===== src/rtl/mips_muldiv_unit.sv =====
// Iterative MULTU/DIVU (+MULT/DIV when MULDIV_SIGNED_EN is defined) with HI/LO and MTHI/MTLO.
// Latency: start at edge 0, WIDTH iterations, HI/LO written at edge WIDTH+1, done the cycle after.
// Backpressure: starts while busy are ignored; stall = busy & (start | rd_hilo) holds the pipe.
module mips_muldiv_unit #(
  parameter int WIDTH = 32
) (
  input  logic             clk,
  input  logic             rst,
  input  logic             start,
  input  logic [2:0]       op,
  input  logic [WIDTH-1:0] a,
  input  logic [WIDTH-1:0] b,
  input  logic             flush,
  input  logic             rd_hilo,
  input  logic             hilo_sel,
  output logic [WIDTH-1:0] hilo_out,
  output logic [WIDTH-1:0] hi,
  output logic [WIDTH-1:0] lo,
  output logic             busy,
  output logic             done,
  output logic             stall,
  output logic             div_zero
);

  localparam int CW = $clog2(WIDTH);
  localparam logic [CW-1:0] CNT_INIT = CW'(WIDTH - 1);
  localparam logic [CW-1:0] CNT_ONE  = CW'(1);

  localparam logic [2:0] OP_MULTU = 3'b001;
  localparam logic [2:0] OP_DIVU  = 3'b010;
  localparam logic [2:0] OP_MULT  = 3'b011;
  localparam logic [2:0] OP_DIV   = 3'b100;
  localparam logic [2:0] OP_MTHI  = 3'b101;
  localparam logic [2:0] OP_MTLO  = 3'b110;

  typedef enum logic [1:0] {
    S_IDLE,
    S_MUL,
    S_DIV,
    S_FIN
  } state_t;

  state_t state_q, state_d;
  logic [CW-1:0]    cnt_q, cnt_d;
  logic [WIDTH-1:0] acc_hi_q, acc_hi_d;
  logic [WIDTH-1:0] acc_lo_q, acc_lo_d;
  logic [WIDTH-1:0] dvsr_q, dvsr_d;
  logic [WIDTH-1:0] hi_q, hi_d;
  logic [WIDTH-1:0] lo_q, lo_d;
  logic             is_div_q, is_div_d;
  logic             divz_q, divz_d;
  logic             done_q, done_d;
  logic             div_zero_q, div_zero_d;

  logic             op_mul, op_div;
  logic [WIDTH-1:0] a_mag, b_mag;
  logic [WIDTH:0]   mul_sum;
  logic [WIDTH:0]   div_shift, div_trial;
  logic [2*WIDTH-1:0] prod_fix;
  logic [WIDTH-1:0] quo_fix, rem_fix;

`ifdef MULDIV_SIGNED_EN
  logic sgn_op, neg_a, neg_b;
  logic neg_q, neg_d;
  logic a_neg_q, a_neg_d;

  always_comb begin
    sgn_op = (op == OP_MULT) || (op == OP_DIV);
    neg_a  = sgn_op & a[WIDTH-1];
    neg_b  = sgn_op & b[WIDTH-1];
    a_mag  = neg_a ? -a : a;
    b_mag  = neg_b ? -b : b;
  end

  // Quotient/product negate when signs differ; remainder follows the dividend.
  always_comb begin
    prod_fix = neg_q ? -{acc_hi_q, acc_lo_q} : {acc_hi_q, acc_lo_q};
    quo_fix  = neg_q ? -acc_lo_q : acc_lo_q;
    rem_fix  = a_neg_q ? -acc_hi_q : acc_hi_q;
  end
`else
  always_comb begin
    a_mag    = a;
    b_mag    = b;
    prod_fix = {acc_hi_q, acc_lo_q};
    quo_fix  = acc_lo_q;
    rem_fix  = acc_hi_q;
  end
`endif

  always_comb begin
    op_mul    = (op == OP_MULTU) || (op == OP_MULT);
    op_div    = (op == OP_DIVU) || (op == OP_DIV);
    mul_sum   = {1'b0, acc_hi_q} + (acc_lo_q[0] ? {1'b0, dvsr_q} : {(WIDTH+1){1'b0}});
    div_shift = {acc_hi_q, acc_lo_q[WIDTH-1]};
    div_trial = div_shift - {1'b0, dvsr_q};
  end

  always_comb begin
    state_d    = state_q;
    cnt_d      = cnt_q;
    acc_hi_d   = acc_hi_q;
    acc_lo_d   = acc_lo_q;
    dvsr_d     = dvsr_q;
    hi_d       = hi_q;
    lo_d       = lo_q;
    is_div_d   = is_div_q;
    divz_d     = divz_q;
    done_d     = 1'b0;
    div_zero_d = 1'b0;
`ifdef MULDIV_SIGNED_EN
    neg_d      = neg_q;
    a_neg_d    = a_neg_q;
`endif

    case (state_q)
      S_IDLE: begin
        if (start && !flush) begin
          if (op_mul || op_div) begin
            state_d  = op_mul ? S_MUL : S_DIV;
            cnt_d    = CNT_INIT;
            acc_hi_d = '0;
            acc_lo_d = a_mag;
            dvsr_d   = b_mag;
            is_div_d = op_div;
            divz_d   = op_div && (b == '0);
`ifdef MULDIV_SIGNED_EN
            neg_d    = neg_a ^ neg_b;
            a_neg_d  = neg_a;
`endif
          end else if (op == OP_MTHI) begin
            hi_d = a;
          end else if (op == OP_MTLO) begin
            lo_d = a;
          end
        end
      end
      S_MUL: begin
        // {acc_hi, acc_lo} shifts right; acc_lo holds the remaining multiplier bits.
        {acc_hi_d, acc_lo_d} = {mul_sum, acc_lo_q[WIDTH-1:1]};
        cnt_d = cnt_q - CNT_ONE;
        if (cnt_q == '0) state_d = S_FIN;
      end
      S_DIV: begin
        // acc_hi is the partial remainder; quotient bits shift into acc_lo.
        if (!div_trial[WIDTH]) begin
          acc_hi_d = div_trial[WIDTH-1:0];
          acc_lo_d = {acc_lo_q[WIDTH-2:0], 1'b1};
        end else begin
          acc_hi_d = div_shift[WIDTH-1:0];
          acc_lo_d = {acc_lo_q[WIDTH-2:0], 1'b0};
        end
        cnt_d = cnt_q - CNT_ONE;
        if (cnt_q == '0) state_d = S_FIN;
      end
      S_FIN: begin
        if (is_div_q) begin
          hi_d = rem_fix;
          lo_d = quo_fix;
        end else begin
          {hi_d, lo_d} = prod_fix;
        end
        done_d     = 1'b1;
        div_zero_d = divz_q;
        state_d    = S_IDLE;
      end
      default: state_d = S_IDLE;
    endcase

    if (flush) begin
      state_d    = S_IDLE;
      hi_d       = hi_q;
      lo_d       = lo_q;
      done_d     = 1'b0;
      div_zero_d = 1'b0;
    end
  end

  always_ff @(posedge clk or negedge rst) begin
    if (!rst) begin
      state_q    <= S_IDLE;
      cnt_q      <= '0;
      acc_hi_q   <= '0;
      acc_lo_q   <= '0;
      dvsr_q     <= '0;
      hi_q       <= '0;
      lo_q       <= '0;
      is_div_q   <= 1'b0;
      divz_q     <= 1'b0;
      done_q     <= 1'b0;
      div_zero_q <= 1'b0;
`ifdef MULDIV_SIGNED_EN
      neg_q      <= 1'b0;
      a_neg_q    <= 1'b0;
`endif
    end else begin
      state_q    <= state_d;
      cnt_q      <= cnt_d;
      acc_hi_q   <= acc_hi_d;
      acc_lo_q   <= acc_lo_d;
      dvsr_q     <= dvsr_d;
      hi_q       <= hi_d;
      lo_q       <= lo_d;
      is_div_q   <= is_div_d;
      divz_q     <= divz_d;
      done_q     <= done_d;
      div_zero_q <= div_zero_d;
`ifdef MULDIV_SIGNED_EN
      neg_q      <= neg_d;
      a_neg_q    <= a_neg_d;
`endif
    end
  end

  assign busy     = (state_q != S_IDLE);
  assign stall    = busy & (start | rd_hilo);
  assign done     = done_q;
  assign div_zero = div_zero_q;
  assign hi       = hi_q;
  assign lo       = lo_q;
  assign hilo_out = hilo_sel ? hi_q : lo_q;

endmodule


===== config.mk =====
export PLATFORM = sky130hd
export DESIGN_NAME = mips_muldiv_unit
export DESIGN_NICKNAME = d
export VERILOG_FILES = /design/src/rtl/mips_muldiv_unit.sv
export SDC_FILE = /design/constraint.sdc
export NUM_CORES = 1
export LEC_CHECK = 0
export CORE_MARGIN = 4
export CORE_UTILIZATION = 60
export DETAILED_ROUTE_END_ITERATION = 10
export PLACE_DENSITY = 0.86
export RECOVER_POWER = 50
export SYNTH_ARGS = -nofsm -noshare
export SYNTH_HDL_FRONTEND = slang
export SYNTH_SLANG_ARGS = --single-unit

===== constraint.sdc =====
create_clock -name clk -period 7.8 [get_ports clk]
set_clock_uncertainty 0.05 [all_clocks]
set_input_delay 1.95 -clock clk [delete_from_list [all_inputs] [get_ports clk]]
set_output_delay 1.95 -clock clk [all_outputs]
set_load 0.01 [all_outputs]

; ---- Word-level counts from Yosys, hierarchy flattened
; Index checks and enable logic that the tools add are counted.
[totals]
register_bits = 170
latchBits = 0
ram_bits = 0
romBits = 0
in_bits = 73
wordCells = 86
n_memories = 0
[op_classes]
addsub = 3
mul = 0
div_mod_pow = 0
n_lt_le_gt_ge = 0
n_eq_ne = 18
shifts = 0
mux = 32
bitwise = 3
n_reduce_logical = 20
[op_table]
columns = cell, n
row1 = 32-bit two-way mux, 14
row2 = 32-bit one-hot mux with 3 select lines, 2
row3 = 32-bit one-hot mux with 2 select lines, 2
row4 = 32-bit by 32-bit adder with 33-bit output, 1
row5 = 33-bit by 32-bit subtractor with 33-bit output, 1
row6 = 32-bit logical NOT, 1
row7 = "2-bit != test, second input constant", 6
row8 = 3-bit AND reduction, 4
row9 = 2-bit two-way mux, 5
row10 = 5-bit two-way mux, 2
row11 = 5-bit one-hot mux with 2 select lines, 1
row12 = "3-bit == test, second input constant", 3
row13 = "3-bit by 2-bit == test with 1-bit output, second input constant", 2
row14 = "3-bit != test, second input constant", 2
row15 = 2-bit one-hot mux with 3 select lines, 1
row16 = 6-bit AND reduction, 1
row17 = 2-bit nonzero test, 3
row18 = 5-bit logical NOT, 1
row19 = 1-bit two-way mux, 5
row20 = 5-bit AND reduction, 1
row21 = "5-bit by 1-bit subtractor with 5-bit output, second input constant", 1
row22 = "2-bit == test, second input constant", 2
row23 = "3-bit by 1-bit == test with 1-bit output, second input constant", 1
row24 = 1-bit logical OR, 3
row25 = 10 further kinds, 11

; ---- Longest topological paths before layout
; Gate-level depths: netlist of run 1.
[depth]
ltp_word = 7
mapped_depth = 16
mapped_depth_nobuf = 14

; ---- Worst setup path before layout of run 1
; No wires, ideal clock.
[synth_path]
path_type = in2out
from = input port hilo_sel
to = output port hilo_out[10]
arrival_time_ns = 2.864
path_slack_ns = 2.936
stages = 3
path_buffers = 2
cell_sequence = clkbuf_1 -> buf_1 -> mux2_2
[synth_via]
elab_chain_len = 1
[synth_rtl]
columns = item, line_no
row1 = "start, declared", 15  ; input logic hilo_sel,
row2 = 32-bit two-way mux, 221  ; assign hilo_out = hilo_sel ? hi_q : lo_q;
row3 = "end, declared", 16  ; output logic [WIDTH-1:0] hilo_out,
; Every way passes these cells.

; ---- Final worst setup path of run 1
[layout_path]
from = input port hilo_sel
to = output port hilo_out[21]
; The elaborated chain is that of the path after synthesis.

==> summary.txt, run 1 <==
Run status
  • Status: finished, final reports clean

Die
  • Die area: 21900 µm²
  • Core area: 19000 µm²
  • I/O pins: 173
  • Die X: 148 µm
  • Num rows: 50
  • Initial core utilization: 0.619
  • Chip height: 148 µm

Clocking
  • TritonCTS clock tree: built
  • CTS max path bufs: 2
  • Postcts setup bufs: 0
  • Hold Buf Count CTS: 0
  • Clk slew on worst S/H paths: 0.07 ns
  • Clock sinks: 170
  • Clk_lat worst skew: 0.44 ns
  • H-Tree Depth: 4
  • Post-cts sizing count: 0
  • TritonCTS buffer count: 17
  • CTS root buf: clkbuf_16

Routing
  • Via density: 6.32
  • Post-route ant nets: 0
  • Wire length per cell: 19.2 µm
  • Routed wire length: 33300 µm
  • Drt first-iter violations: 1148
  • DR pass1 iterations: 6
  • DR vias: 10900
  • Post-route DRC: 0

Yosys
  • Post-synthesis mux area share: 0.0817
  • Post-synth top cells: a21oi_1, dfrtp_1, nor2_1, nand2_1, ha_1
  • Mapped cell area: 11800 µm²
  • Post-synthesis adder-cell area fraction: 0.0789
  • Synth Instances: 1336
  • Largest family of logic cells by synthesized area: compound AO/OA/AOI/OAI gates
  • Async SR Flop Fraction: 1.00
  • Seq cells post-synth: 170
  • Top FF cell, synth: dfrtp_1
  • Sequential area share after synthesis: 0.362
  • Synth warn: 0
  • Post-synth EDFFs: 0
  • Simple-gate portion of the synthesized area: 0.145
  • Unique cell type count in the Yosys netlist: 65
  • XOR/XNOR Fraction of Synth Area: 0.0417
  • Post-synth net total: 1482
  • Post-synthesis compound-gate area fraction: 0.248
  • Top cells by area, synth: dfrtp_1, a21oi_1, ha_1
  • Most numerous cell in the Yosys netlist: a21oi_1
  • Yosys top cell by area: dfrtp_1
  • Post-Syn Area per Cell: 8.81 µm²
  • Synth top area share: 0.362

Critical path
  • Critical Path End Type: primary output
  • Crit-path cells: clkdlybuf4s50_1 -> buf_4 -> mux2_2 -> clkdlybuf4s50_1
  • Data required, critical path: 5.80 ns
  • Crit-path most repeated cell: clkdlybuf4s50_1
  • Worst path slowest cell: clkdlybuf4s50_1
  • Critical path startpoint category: input port
  • Worst-case reg-to-reg path depth: 15
  • Max incr delay on CP: 0.50 ns
  • Worst EP arrival: 3.72 ns
  • Max Fanout on Critical Path: 32
  • WS Path Type: input port to primary output

Layout
  • Final nets: 1604
  • Layout cells sized above 1: 0.0823
  • FF/Latch Area: 4250 µm²
  • FILL cells: 1458
  • Area occupied by multi-input gates: 7040 µm²
  • P&R area growth vs syn: 20.7%

Timing
  • Slew headroom: 0.119
  • Max-slew violations: 0
  • Worst-Margin Slew: 1.31 ns
  • Fin Setup TNS: 0 ns
  • Fmax: 175 MHz
  • RSZ-0062 raised after global routing: no
  • Period minus WS final: 5.72 ns
  • # setup viols final: 0
  • Final period utilization: 0.733
  • Final hold vios: 0
  • Hold slack: 0.471 ns

Power
  • P per Cell Area: 347 nW/µm²
  • LEAKAGE: 6.28 nW
  • Peak supply drop: 0.000235 V

Worst hold path
  • Hold WC Path Type: flop to flop
  • Hold-critical path depth: 1

Global route
  • Initial antenna violation count: 1
  • Vias in the first global route: 10600
  • Largest net degree at the start of global routing: 99
  • First-pass GRT wire length: 53800 µm
  • Gr usage total: 0.302
  • Grt ovf: 0

Place
  • HPWL Detailed: 24300 µm
  • Routability Congestion: 0.968
  • Port buffer count: 172

Job
  • Max Cap Violations: 0
-- layer usage --
metal	up-vias	GRT usage	part of all wire	wire length [µm]
met2	499	0.495	0.47	15500
met1	5245	0.408	0.42	14100
li1	5129	-	-	-
met5	-	0	0	0
met4	0	0.0988	0.027	886
met3	73	0.0564	0.084	2800
-- report_power, final --
| group | leakage [nW] | total (W) | switching (W) | internal (W) |
|---|---|---|---|---|
| registers | 2.05 | 0.00156 | 0.000330 | 0.00123 |
| logic | 3.96 | 0.00251 | 0.00136 | 0.00115 |
| clock network | 0.275 | 0.000855 | 0.000403 | 0.000452 |
| total | 6.28 | 0.00493 | 0.00210 | 0.00283 |
-- area by class of cell --
| class | count | share of cell area |
|---|---|---|
| inverters | 50 | 0.0132 |
| clock inverters | 14 | 0.0106 |
| well taps | 260 | 0.0229 |
| repair buffers | 184 | 0.128 |
| multi-input cells | 1035 | 0.496 |
| flip-flops and latches | 170 | 0.300 |
| clock buffers | 17 | 0.0300 |
| diodes | 1 | 0.000176 |
-- cell families (layout without fill, tap and decap cells) --
logic type,count (synthesis),count (layout)
simple gates,361,361
flops,170,170
buf+inv,131,265
fa+ha+maj,73,73
xor+xnor,56,56
other cells,0,1
compound gates,457,457
mux,88,88
-- flip-flops by register name, summed over array words and instances, names as in the netlist --
| name | cells |
|---|---|
| done | 1 |
| divz_q | 1 |
| acc_hi_q | 32 |
| hi | 32 |
| lo | 32 |
| cnt_q | 5 |
| div_zero | 1 |
| acc_lo_q | 32 |
| state_q | 2 |
| dvsr_q | 32 |
-- stage by stage --
| step | util | worst slack (ns) | total power [W] | instances | instance area [µm²] |
|---|---|---|---|---|---|
| finish | 0.747 | 2.08 | 0.00493 | 1731 | 14200 |
| global route | 0.747 | 2.05 | 0.00526 | 1731 | 14200 |
| CTS | 0.747 | 2.08 | 0.00498 | 1730 | 14200 |
| detailed placement | 0.717 | 2.08 | 0.00413 | 1699 | 13600 |
| global placement | 0.717 | 2.16 | 0.00402 | 1699 | 13600 |
| floorplan | - | 2.94 | 0.00309 | 1336 | 11800 |
-- placed cells by master (no fill, tap or decap), types with 5 or more instances in the layout --
cell type        synthesis  final
o221ai_1                 9      9
clkdlybuf4s50_1          0    103
nor2b_1                 41     41
inv_1                   49     49
o21bai_1                 7      7
a211oi_1                 8      8
nor2_1                 132    132
a21o_1                  33     33
o211ai_1                 9      9
a21oi_1                184    184
o31ai_1                 34     34
inv_6                    0      5
a221oi_1                34     34
o21ai_1                 13     13
ha_1                    71     70
xor2_1                  23     23
nand2b_1                 6      6
nand4_1                  8      8
and3_1                   6      6
o21ai_0                 51     51
dlygate4sd3_1            0     68
mux2_2                  64     64
dfrtp_1                170    170
nand3b_1                 5      5
mux2i_1                 24     24
and2_1                  35     34
a31oi_1                  8      8
clkbuf_16                0     17
buf_4                    1     12
o21a_1                   7      7
nor4_1                  10     10
nor3_1                   7      7
xnor2_1                 33     32
a22oi_1                 22     22
nand2_1                 83     83
nand3_1                 16     16
-- worst max-delay path, delay by kind of cell --
family   cells  cell delay [ns]
mux          1             0.40
buf+inv      3             1.35
-- final timing paths --
path	start	endpoint	slack, ns
setup / recovery	hilo_sel	hilo_out[21]	2.08
hold / removal	dvsr_q[12]$_DFFE_PN0P_	dvsr_q[12]$_DFFE_PN0P_	0.47
max in group asynchronous	rst	lo[14]$_DFFE_PN0P_	4.65
min in group asynchronous	rst	hi[8]$_DFFE_PN0P_	1.55
setup reg to reg	acc_lo_q[31]$_DFFE_PN0P_	acc_hi_q[26]$_DFFE_PN0P_	3.35
hold reg to reg	dvsr_q[12]$_DFFE_PN0P_	dvsr_q[12]$_DFFE_PN0P_	0.47
Note: power is estimated with default switching activity, not from simulation.
==> run 2, diff against run 1 <==
Settings changed: CORE_UTILIZATION 60 to 50, PLACE_DENSITY 0.86 to 0.76.
Clock period 7.8 ns to 4.7 ns, I/O delays scaled along.
==> run 2 against run 1 <==
Compared with the run above:
- the run now ends with capacitance limit, slew limit left
- sequential cell count unchanged
- first-iteration DRC count is 3.7% higher
- utilization fell by 12 points
- register-to-register slack lost 2.8 ns
- critical path depth grew 10
- hold slack gained 0.0092 ns
- routed wire length grew 3.7%
- global-route usage shrank 4.1 points
- cell area up 1.2%
- sequential power up 67%
- via count down 0.26%
- largest cell class unchanged
==> summary.txt, run 2 (synthesized netlist as in run 1, its figures left out) <==
Global route
  • First-pass GRT wire length: 55400 µm (+3.0%)
  • Grt ovf: 0 (unchanged)
  • Largest net degree at the start of global routing: 110 (+11%)
  • Gr usage total: 0.262 (-0.0407)
  • Initial antenna violation count: 2 (+1)
  • Vias in the first global route: 10400 (-1.7%)

Die
  • Chip height: 161 µm (+9.0%)
  • Die X: 161 µm (+9.0%)
  • Initial core utilization: 0.513 (-0.105)
  • I/O pins: 173 (unchanged)
  • Num rows: 55 (+10%)
  • Core area: 22900 µm² (+20%)
  • Die area: 26000 µm² (+19%)

Clocking
  • Postcts setup bufs: 0 (unchanged)
  • Post-cts sizing count: 0 (unchanged)
  • Hold Buf Count CTS: 0 (unchanged)
  • Clk_lat worst skew: 0.45 ns (about the same)
  • Clock sinks: 170 (unchanged)
  • TritonCTS clock tree: built
  • CTS root buf: clkbuf_16
  • H-Tree Depth: 4 (unchanged)
  • CTS max path bufs: 2 (unchanged)
  • TritonCTS buffer count: 17 (unchanged)
  • Clk slew on worst S/H paths: 0.07 ns (about the same)

Timing
  • Max-slew violations: 109 (+109)
  • Final period utilization: 0.880
  • Hold slack: 0.481 ns (+0.00920 ns)
  • Final hold vios: 0 (unchanged)
  • Fmax: 242 MHz
  • Fin Setup TNS: 0 ns (unchanged)
  • # setup viols final: 0 (unchanged)
  • Slew headroom: -0.866 (-0.985)
  • Worst-Margin Slew: 2.80 ns (+1.49 ns)
  • Period minus WS final: 4.14 ns
  • RSZ-0062 raised after global routing: no

Critical path
  • Worst EP arrival: 4.38 ns (+0.66 ns)
  • Critical R2R Capture: acc_hi_q[15]$_DFFE_PN0P_
  • Max incr delay on CP: 0.47 ns (-0.03 ns)
  • Worst-case reg-to-reg path depth: 14 (-1)
  • Data required, critical path: 4.95 ns (-0.85 ns)
  • Critical path startpoint category: flop
  • Worst path slowest cell: buf_4
  • Max Fanout on Critical Path: 20 (-38%)
  • Crit-path cells: inv_1 -> ha_1 -> inv_1 -> fa_1 -> a211o_1 -> a21o_1 -> o31a_1 -> a41o_1 -> a211o_1 -> a21oi_2 -> xnor2_2 -> buf_4 -> mux2i_1 -> o221ai_1
  • Reg2reg setup slack: 0.56 ns (-2.79 ns)
  • WS Path Type: flop to flop
  • Worst r2r src: acc_lo_q[31]$_DFFE_PN0P_
  • Critical Path End Type: flop

Routing
  • Post-route ant nets: 0 (unchanged)
  • Drt first-iter violations: 1190 (+3.7%)
  • Wire length per cell: 19.3 µm (+0.25%)
  • Via density: 6.10 (-3.6%)
  • Post-route DRC: 0 (unchanged)
  • DR pass1 iterations: 5 (-1)
  • Routed wire length: 34500 µm (+3.7%)
  • DR vias: 10900 (-0.26%)

Layout
  • Final nets: 1608 (+0.25%)
  • Commonest cells after routing, fill and taps aside: a21oi_1, dfrtp_1, nor2_1
  • P&R area growth vs syn: 22.1%
  • Commonest non-fill, non-tap cell in the layout: a21oi_1
  • Layout cells sized above 1: 0.0854 (+0.00311)
  • FILL cells: 2002 (+37%)

Place
  • Routability Congestion: 0.975 (+0.68%)
  • Port buffer count: 172 (unchanged)
  • HPWL Detailed: 25300 µm (+4.4%)

Power
  • P per Cell Area: 577 nW/µm² (+66%)
  • Peak supply drop: 0.000284 V (+21%)
  • LEAKAGE: 6.34 nW (+0.94%)

Worst hold path
  • Hold_sp: dvsr_q[19]$_DFFE_PN0P_
  • Hold WC Path Type: flop to flop
  • Hold EP: dvsr_q[19]$_DFFE_PN0P_
  • Hold-critical path depth: 1 (unchanged)

Job
  • Max Cap Violations: 1 (+1)

Run status
  • Failing checks: capacitance limit, slew limit
  • Status: finished with violations
[run 2: worst max-delay path: cells and delay by family, from the launching register on]
family,cells,cell delay [ns]
XOR/XNOR,1,0.31
adder cells (fa/ha/maj),2,0.59
flip-flops,1,0.44
multiplexers,1,0.26
buffers and inverters,3,0.60
AO/OA/AOI/OAI,7,1.74
[run 2: layout make-up]
cell class                      instances  area, µm²  share of cell area
Sequential cell                       170       4250               0.296
Antenna cell                            2       5.00            0.000348
Clock inverter                         14        173              0.0120
Clock buffer                           18        439              0.0306
Tap cell                              313        392              0.0273
Inverter                               50        188              0.0131
Multi-Input combinational cell       1035       7050               0.491
Timing Repair Buffer                  188       1860               0.130
[run 2: report_power, final]
| part | total (W) | internal (W) | switching [W] |
|---|---|---|---|
| Sequential | 0.00261 | 0.00204 | 0.000570 |
| Combinational | 0.00423 | 0.00197 | 0.00226 |
| Clock | 0.00145 | 0.000736 | 0.000715 |
[run 2: through the flow]
stage	setup slack, ns	total power (W)	utilization	std cells	area, µm²
final	0.564	0.00829	0.627	1790	14400
after global routing	0.320	0.00887	0.627	1790	14400
after CTS	0.560	0.00835	0.627	1788	14400
after detailed placement	0.555	0.00689	0.600	1756	13800
after global placement	0.596	0.00676	0.600	1756	13800
after floorplan	1.24	0.00513	-	1336	11800
[run 2: routing by layer]
layer | share of wire | wire [µm] | global-route usage | vias up
li1 | - | - | - | 5139
met1 | 0.44 | 15000 | 0.365 | 5262
met2 | 0.46 | 15700 | 0.405 | 450
met3 | 0.080 | 2770 | 0.0541 | 66
met4 | 0.029 | 993 | 0.0942 | 0
met5 | 0 | 0 | 0 | -
[run 2: worst max-delay path by stage]
stage | slack, ns | startpoint | end | cells after the start
finish | 0.56 | acc_lo_q[31]$_DFFE_PN0P_ | acc_hi_q[15]$_DFFE_PN0P_ | 14
global route | 0.32 | acc_lo_q[0]$_DFFE_PN0P_ | acc_hi_q[31]$_DFFE_PN0P_ | 13
CTS | 0.56 | acc_lo_q[31]$_DFFE_PN0P_ | acc_hi_q[15]$_DFFE_PN0P_ | 14
detailed placement | 0.56 | hilo_sel | hilo_out[31] | 4
global placement | 0.60 | hilo_sel | hilo_out[27] | 4
floorplan | 1.24 | acc_lo_q[31]$_DFFE_PN0P_ | acc_hi_q[13]$_DFFE_PN0P_ | 15
